### config.mk
export PLATFORM = sky130hd
export DESIGN_NAME = beam_sum_scheduler
export DESIGN_NICKNAME = d
export VERILOG_FILES = /design/src/rtl/beam_sum_scheduler_pkg.sv /design/src/rtl/bf_result_fifo.sv /design/src/rtl/beam_sum_scheduler.sv
export SDC_FILE = /design/constraint.sdc
export NUM_CORES = 1
export LEC_CHECK = 0
export ABC_AREA = 1
export BUFFER_PORTS_ARGS = -buffer_cell sky130_fd_sc_hd__clkbuf_2
export CORE_ASPECT_RATIO = 1.1
export CORE_MARGIN = 2
export CORE_UTILIZATION = 30
export DETAILED_ROUTE_END_ITERATION = 16
export HOLD_SLACK_MARGIN = 0.12
export PLACE_DENSITY_LB_ADDON = 0.05
export SLEW_MARGIN = 20
export SYNTH_ARGS = -nofsm -noshare
export SYNTH_HDL_FRONTEND = slang
export SYNTH_SLANG_ARGS = --single-unit
export TNS_END_PERCENT = 5
### constraint.sdc
create_clock -name clk -period 17.4 [get_ports clk]
set_input_delay 0.87 -clock clk [delete_from_list [all_inputs] [get_ports clk]]
set_output_delay 0.87 -clock clk [all_outputs]
set_load 0.03 [all_outputs]
### src/rtl/beam_sum_scheduler_pkg.sv
// rtl/beam_sum_scheduler_pkg.sv - shared state enum, default latencies and tag width helper
`ifndef ACC_WIDTH
`define ACC_WIDTH 48
`endif

package beam_sum_scheduler_pkg;

  typedef enum logic [1:0] {
    IDLE  = 2'd0,
    RUN   = 2'd1,
    DRAIN = 2'd2
  } sched_state_e;

  localparam int DEF_TREE_LAT   = 6;
  localparam int DEF_FIFO_DEPTH = 8;

  function automatic int tag_w(input int n);
    return (n > 1) ? $clog2(n) : 1;
  endfunction

endpackage

### src/rtl/bf_result_fifo.sv
// rtl/bf_result_fifo.sv - first-word-fall-through result FIFO, DEPTH a power of two >= 2
module bf_result_fifo #(
  parameter int W     = 8,
  parameter int DEPTH = 8
) (
  input  logic                   clk,
  input  logic                   rst,
  input  logic                   push,
  input  logic [W-1:0]           din,
  input  logic                   pop,
  output logic [W-1:0]           dout,
  output logic                   empty,
  output logic                   full,
  output logic [$clog2(DEPTH):0] count
);

  localparam int AW = $clog2(DEPTH);

  logic [W-1:0]  mem_q [DEPTH];
  logic [AW-1:0] wptr_q, rptr_q;
  logic [AW:0]   count_q;
  logic          do_push, do_pop;

  assign do_pop  = pop && (count_q != '0);
  // A full FIFO still accepts a write when the head leaves in the same cycle.
  assign do_push = push && (!full || do_pop);

  always_ff @(posedge clk) begin
    if (do_push) mem_q[wptr_q] <= din;
  end

  always_ff @(posedge clk or posedge rst) begin
    if (rst) begin
      wptr_q  <= '0;
      rptr_q  <= '0;
      count_q <= '0;
    end else begin
      if (do_push) wptr_q <= wptr_q + 1'b1;
      if (do_pop)  rptr_q <= rptr_q + 1'b1;
      if (do_push && !do_pop)      count_q <= count_q + 1'b1;
      else if (!do_push && do_pop) count_q <= count_q - 1'b1;
    end
  end

  assign dout  = mem_q[rptr_q];
  assign empty = (count_q == '0);
  assign full  = (count_q == (AW+1)'(DEPTH));
  assign count = count_q;

endmodule

### src/rtl/beam_sum_scheduler.sv
// rtl/beam_sum_scheduler.sv - round-robin issue scheduler for a shared accumulator tree with credit-managed result FIFO
// Optional per-requester issue counters on stat_issues when BF_SCHED_STATS_EN is defined.
`ifndef ACC_WIDTH
`define ACC_WIDTH 48
`endif

module beam_sum_scheduler
  import beam_sum_scheduler_pkg::*;
#(
  parameter int NUM_REQ    = 4,
  parameter int TREE_LAT   = DEF_TREE_LAT,
  parameter int FIFO_DEPTH = DEF_FIFO_DEPTH,
  parameter int ACC_W      = `ACC_WIDTH,
  localparam int TW        = tag_w(NUM_REQ)
) (
  input  logic               clk,
  input  logic               rst,
  input  logic               en,
  input  logic [NUM_REQ-1:0] req_valid,
  output logic [NUM_REQ-1:0] req_ready,
  output logic [TW-1:0]      tree_sel,
  output logic               tree_valid,
  input  logic [ACC_W-1:0]   sum_real,
  input  logic [ACC_W-1:0]   sum_imag,
  input  logic               sum_valid,
  output logic [ACC_W-1:0]   out_real,
  output logic [ACC_W-1:0]   out_imag,
  output logic [TW-1:0]      out_tag,
  output logic               out_valid,
  input  logic               out_ready,
  output logic               busy,
  output logic               err_overflow
`ifdef BF_SCHED_STATS_EN
  ,
  output logic [NUM_REQ-1:0][31:0] stat_issues
`endif
);

  localparam int CW = $clog2(FIFO_DEPTH) + 1;
  localparam int BW = $clog2(TREE_LAT + 1);
  localparam int FW = TW + 2 * ACC_W;

  sched_state_e  state_q, state_d;
  logic [TW-1:0] last_grant_q, grant_idx;
  logic          grant_found, issue;
  logic [CW-1:0] in_flight_q, in_flight_d, fifo_count;
  logic [TREE_LAT-1:0] sr_vld_q;
  logic [TW-1:0] sr_tag_q [TREE_LAT];
  logic [BW-1:0] blank_q;
  logic          err_q;
  logic          exit_vld, credit_ok, retire, orphan, push, pop;
  logic          fifo_empty, fifo_full, overflow_now;
  logic [FW-1:0] fifo_din, fifo_dout;
  int            cand;

  assign exit_vld  = sr_vld_q[TREE_LAT-1];
  assign credit_ok = ((CW+1)'(in_flight_q) + (CW+1)'(fifo_count)) < (CW+1)'(FIFO_DEPTH);

  always_comb begin
    grant_found = 1'b0;
    grant_idx   = '0;
    cand        = 0;
    for (int k = 1; k <= NUM_REQ; k++) begin
      cand = (int'(last_grant_q) + k) % NUM_REQ;
      if (!grant_found && req_valid[cand[TW-1:0]]) begin
        grant_found = 1'b1;
        grant_idx   = cand[TW-1:0];
      end
    end
  end

  assign issue      = (state_q == RUN) && en && grant_found && credit_ok;
  assign tree_valid = issue;
  assign tree_sel   = issue ? grant_idx : '0;
  assign req_ready  = issue ? (NUM_REQ'(1) << grant_idx) : '0;

  // Orphan results right after reset belong to issues that reset discarded.
  assign retire       = sum_valid && exit_vld;
  assign orphan       = sum_valid && !exit_vld && (blank_q == '0);
  assign pop          = out_valid && out_ready;
  assign push         = retire;
  assign overflow_now = orphan || (retire && fifo_full && !pop);

  always_comb begin
    state_d = state_q;
    unique case (state_q)
      IDLE:    if (en) state_d = RUN;
      RUN:     if (!en) state_d = DRAIN;
      DRAIN: begin
        if (en) state_d = RUN;
        else if ((in_flight_q == '0) && fifo_empty) state_d = IDLE;
      end
      default: state_d = IDLE;
    endcase
  end

  always_comb begin
    in_flight_d = in_flight_q;
    if (issue && !retire)      in_flight_d = in_flight_q + 1'b1;
    else if (!issue && retire) in_flight_d = in_flight_q - 1'b1;
  end

  always_ff @(posedge clk or posedge rst) begin
    if (rst) begin
      state_q      <= IDLE;
      last_grant_q <= TW'(NUM_REQ - 1);
      in_flight_q  <= '0;
      blank_q      <= BW'(TREE_LAT);
      err_q        <= 1'b0;
      sr_vld_q     <= '0;
      for (int i = 0; i < TREE_LAT; i++) sr_tag_q[i] <= '0;
    end else begin
      state_q     <= state_d;
      in_flight_q <= in_flight_d;
      if (issue)           last_grant_q <= grant_idx;
      if (blank_q != '0)   blank_q      <= blank_q - 1'b1;
      if (overflow_now)    err_q        <= 1'b1;
      sr_vld_q[0] <= issue;
      sr_tag_q[0] <= grant_idx;
      for (int i = 1; i < TREE_LAT; i++) begin
        sr_vld_q[i] <= sr_vld_q[i-1];
        sr_tag_q[i] <= sr_tag_q[i-1];
      end
    end
  end

  assign fifo_din = {sr_tag_q[TREE_LAT-1], sum_real, sum_imag};

  bf_result_fifo #(
    .W     (FW),
    .DEPTH (FIFO_DEPTH)
  ) u_fifo (
    .clk   (clk),
    .rst   (rst),
    .push  (push),
    .din   (fifo_din),
    .pop   (pop),
    .dout  (fifo_dout),
    .empty (fifo_empty),
    .full  (fifo_full),
    .count (fifo_count)
  );

  // Head fields are masked so stale FIFO storage never shows on the outputs.
  assign out_valid    = !fifo_empty;
  assign out_tag      = out_valid ? fifo_dout[FW-1 -: TW] : '0;
  assign out_real     = out_valid ? fifo_dout[2*ACC_W-1 -: ACC_W] : '0;
  assign out_imag     = out_valid ? fifo_dout[ACC_W-1:0] : '0;
  assign busy         = (state_q != IDLE);
  assign err_overflow = err_q;

`ifdef BF_SCHED_STATS_EN
  logic [NUM_REQ-1:0][31:0] stat_q;

  always_ff @(posedge clk or posedge rst) begin
    if (rst) stat_q <= '0;
    else if (issue) stat_q[grant_idx] <= stat_q[grant_idx] + 32'd1;
  end

  assign stat_issues = stat_q;
`endif

endmodule

==> metrics.md <==
| Metric | Value |
|---|---|
| Post-Syn Area | 32,500 um^2 |
| Total Wirelength | between 90 and 100 mm |
| Avg WL per Cell | 21.6 um |
| Num CTS Buffers | 95 |
| Final setup viols | 0 |
| Vias in the first global route | 20,700 |
| Worst-Skew Late Latency | about 0.65 ns |
| Total global-route track usage | 16.3% |
| Main synth FF type | edfxtp_1 |
| Synth top area cells | edfxtp_1 (72%), nor2_1 (8.2%), o21ai_0 (6.7%) |
| Hold_buf cts | 0 |
| Switch Pwr | 0.00268 W |
| Relative slew margins | 25.0% |
| #FFs+latches synth | 824 |
| Fin. Hold Viols | 0 |
| RSZ-0062 raised after global routing | false |
| Gr ovfl total | 0 |
| Max VDD drop | 0.138 mV |
| FILL cells | about 10,000 |
| Syn nets | 2,671 |
| Clock power share | between 20% and 30% |
| Data required, critical path | about 17 ns |
| Core ar. | 107,000 um^2 |
| Row Count | 126 |
| CP max FO | about 180 |
| Vias | 20,200 |
| Layout cells sized above 1 | between 10 and 15% |
| Netlist cell types | 32 |
| Die W | 318 um |
| Part of the power in registers | 34.9% |
| # Post-CTS Setup Buffers | 0 |
| Max cap viols | 0 |
| Worst-path clk slew | 0.06 ns |
| Vias per cell | 4.79 |
| Die ar. | 111,000 um^2 |
| PortBufs | 212 |
| Top-area cell type share of the netlist area | between 70% and 80% |
| Internal power | 0.00402 W |
| TritonCTS clock tree | yes |
| Power share of the combinational group | between 30% and 40% |
| Area leader, netlist | edfxtp_1 |
| Number of synthesized flops with an enable pin | 784 |
| Most common cell after layout, fill and taps aside | edfxtp_1 |
| Synth warnings | 0 |
| Startpoint types | register |
| Sequential-to-total area share from yosys stat | 75.5% |
| Place WS | 12.53 ns |
| First-pass GRT wire length | between 100 and 150 mm |
| CP Capture Type | primary output |
| Fin nets | 2,847 |
| Initial Util | 30.3% |
| Antenna-violating nets left | 0 |
| Setup TNS | 0 ns |
| Die Span Y | 349 um |
| Area growth syn-to-layout | 16.6% |
| Fmax | 182 MHz |
| Fin Clk Skew | 0.0180 ns |
| Tcrit/Tclk final | 31.5% |
| Initial antenna violation count | 11 |
| Worst Tran Pin Value | about 1.1 ns |
| R2R Setup Slk | 13.66 ns |
| Clk buf depth | 3 |
| Min-delay worst type | input pin to async pin |
| Gpl congestion | 0.706 |
| # IOs | around 210 |
| Post-cts resize count | 0 |
| Critical R2R Capture | u_fifo.mem_q[7][32] |
| Min Clock Period, post-route | 5.48 ns |
| Net Sw Frac | 40.0% |
| Reg-to-Reg Start | u_fifo.count[0] |
| H-tree lvl count | 3 |
| Pins Over Slew Limit | 0 |
| Leakage | 12.8 nW |
| Most frequent cells in the layout | edfxtp_1 (784), nor2_1 (700), o21ai_0 (433) |
| R2R cell count | 8 |
| Post-route DRC | 0 |
| Worst Setup Slack, final | 11.92 ns |
| DR pass1 iterations | 5 |
| Syn Area/Cell | 12.7 um^2 |
| DR iter-0 viols | 1,444 |
| DP HPWL | 43.9 mm |
| Sink Count | 824 |
| Largest net degree at the start of global routing | approximately 220 |
| Syn Inst Count | between 2,000 and 3,000 |
| Crit Path Category | register to primary output |
| WHS | 0.313 ns |
| Pwr per Cell Area | 177 nW/um^2 |
| Status | complete, no violations |
| CTS Root Cell | clkbuf_16 |
| Crit path arrival time | between 4 and 5 ns |
| Fraction of registers with async set/reset | 4.85% |
## flip-flops by register name, summed over array words and instances (netlist names)
register       cells
u_fifo.mem_q     784
sr_tag_q          10
sr_vld_q           6
in_flight_q        4
u_fifo.count       4
blank_q            3
u_fifo.rptr_q      3
u_fifo.wptr_q      3
fifo_din           2
last_grant_q       2
state_q            2
err_overflow       1
## how the worst max path moves through the flow
stage | start | to | slack [ns] | depth (start not counted)
after floorplan | out_ready | u_fifo.mem_q[0][0] | 11.37 | 5
after global placement | u_fifo.rptr_q[0] | out_real[38] | 12.52 | 9
after detailed placement | u_fifo.rptr_q[0] | out_real[36] | 12.53 | 9
after CTS | u_fifo.rptr_q[0] | out_real[36] | 11.80 | 9
after global routing | u_fifo.rptr_q[0] | out_imag[0] | 11.56 | 9
final | u_fifo.rptr_q[0] | out_real[47] | 11.92 | 9
## routing by layer
metal	part of all wire [%]	vias to the layer above	GRT usage [%]	wire length (um)
met5	0.11	-	0	103
met4	1.8	16	4.55	1650
met3	4.3	120	2.94	3870
met2	49	351	28.3	44500
li1	-	9550	-	-
met1	45	10100	20.9	40900
## Yosys cell counts (3+ instances only)
cell / n
o21ai_1: 161
nor2_1: 708
ha_1: 13
buf_2: 25
xnor2_1: 5
dfstp_2: 4
nand2_1: 72
buf_6: 11
xor2_1: 8
buf_4: 22
a31oi_1: 100
nand4_1: 3
inv_1: 30
o21ai_0: 433
inv_2: 5
clkbuf_1: 75
buf_1: 26
dfrtp_1: 36
a21oi_1: 6
edfxtp_1: 784
nand3_1: 8
## critical path: stages, from the launching register on
cell and delay (ns):
dfrtp_4 0.93, buf_4 0.77, buf_12 0.53, nor2_1 0.13, nor2_1 0.12, o21ai_0 0.08
o21ai_0 0.09, o21ai_0 0.09, a31oi_1 0.51, clkbuf_2 0.32
## cell type report
class	count	area [um^2]	share of cell area, %
repair buffers	241	1350	3.56
inverters	36	160	0.423
clock inverters	52	398	1.05
flip-flops and latches	824	24600	64.8
multi-input cells	1529	7060	18.6
diodes	1	2.50	0.00660
clock buffers	118	2600	6.87
well taps	1408	1760	4.65
## stage by stage
stage	instances	area [um^2]	utilization (%)	total power (W)
floorplan	2551	32500	-	0.00408
global placement	4037	34900	32.5	0.00487
detailed placement	4037	34900	32.5	0.00488
CTS	4207	37900	35.3	0.00683
global route	4209	37900	35.3	0.00712
finish	4209	37900	35.3	0.00670
## power by group through the flow
stage                     clock network, W  registers (W)  logic, W
after floorplan                          0        0.00232   0.00176
after global placement                   0        0.00238   0.00249
after detailed placement                 0        0.00238   0.00250
after CTS                          0.00199        0.00234   0.00250
after global routing               0.00206        0.00235   0.00271
final                              0.00192        0.00234   0.00244
## cell families (layout without fill, tap and decap cells)
kind of cell | count (synthesis) | in the layout | share of synthesized area, %
and+or+nand+nor | 797 | 797 | 9.31
DFF | 824 | 824 | 75.5
AOI/OAI and AO/OA | 704 | 704 | 11.3
buffers and inverters | 198 | 447 | 2.94
xor gates and xnor gates | 13 | 13 | 0.350
adders and majority gates | 15 | 15 | 0.624
other | 0 | 1 | 0
Note: power is estimated with default switching activity, not from simulation.
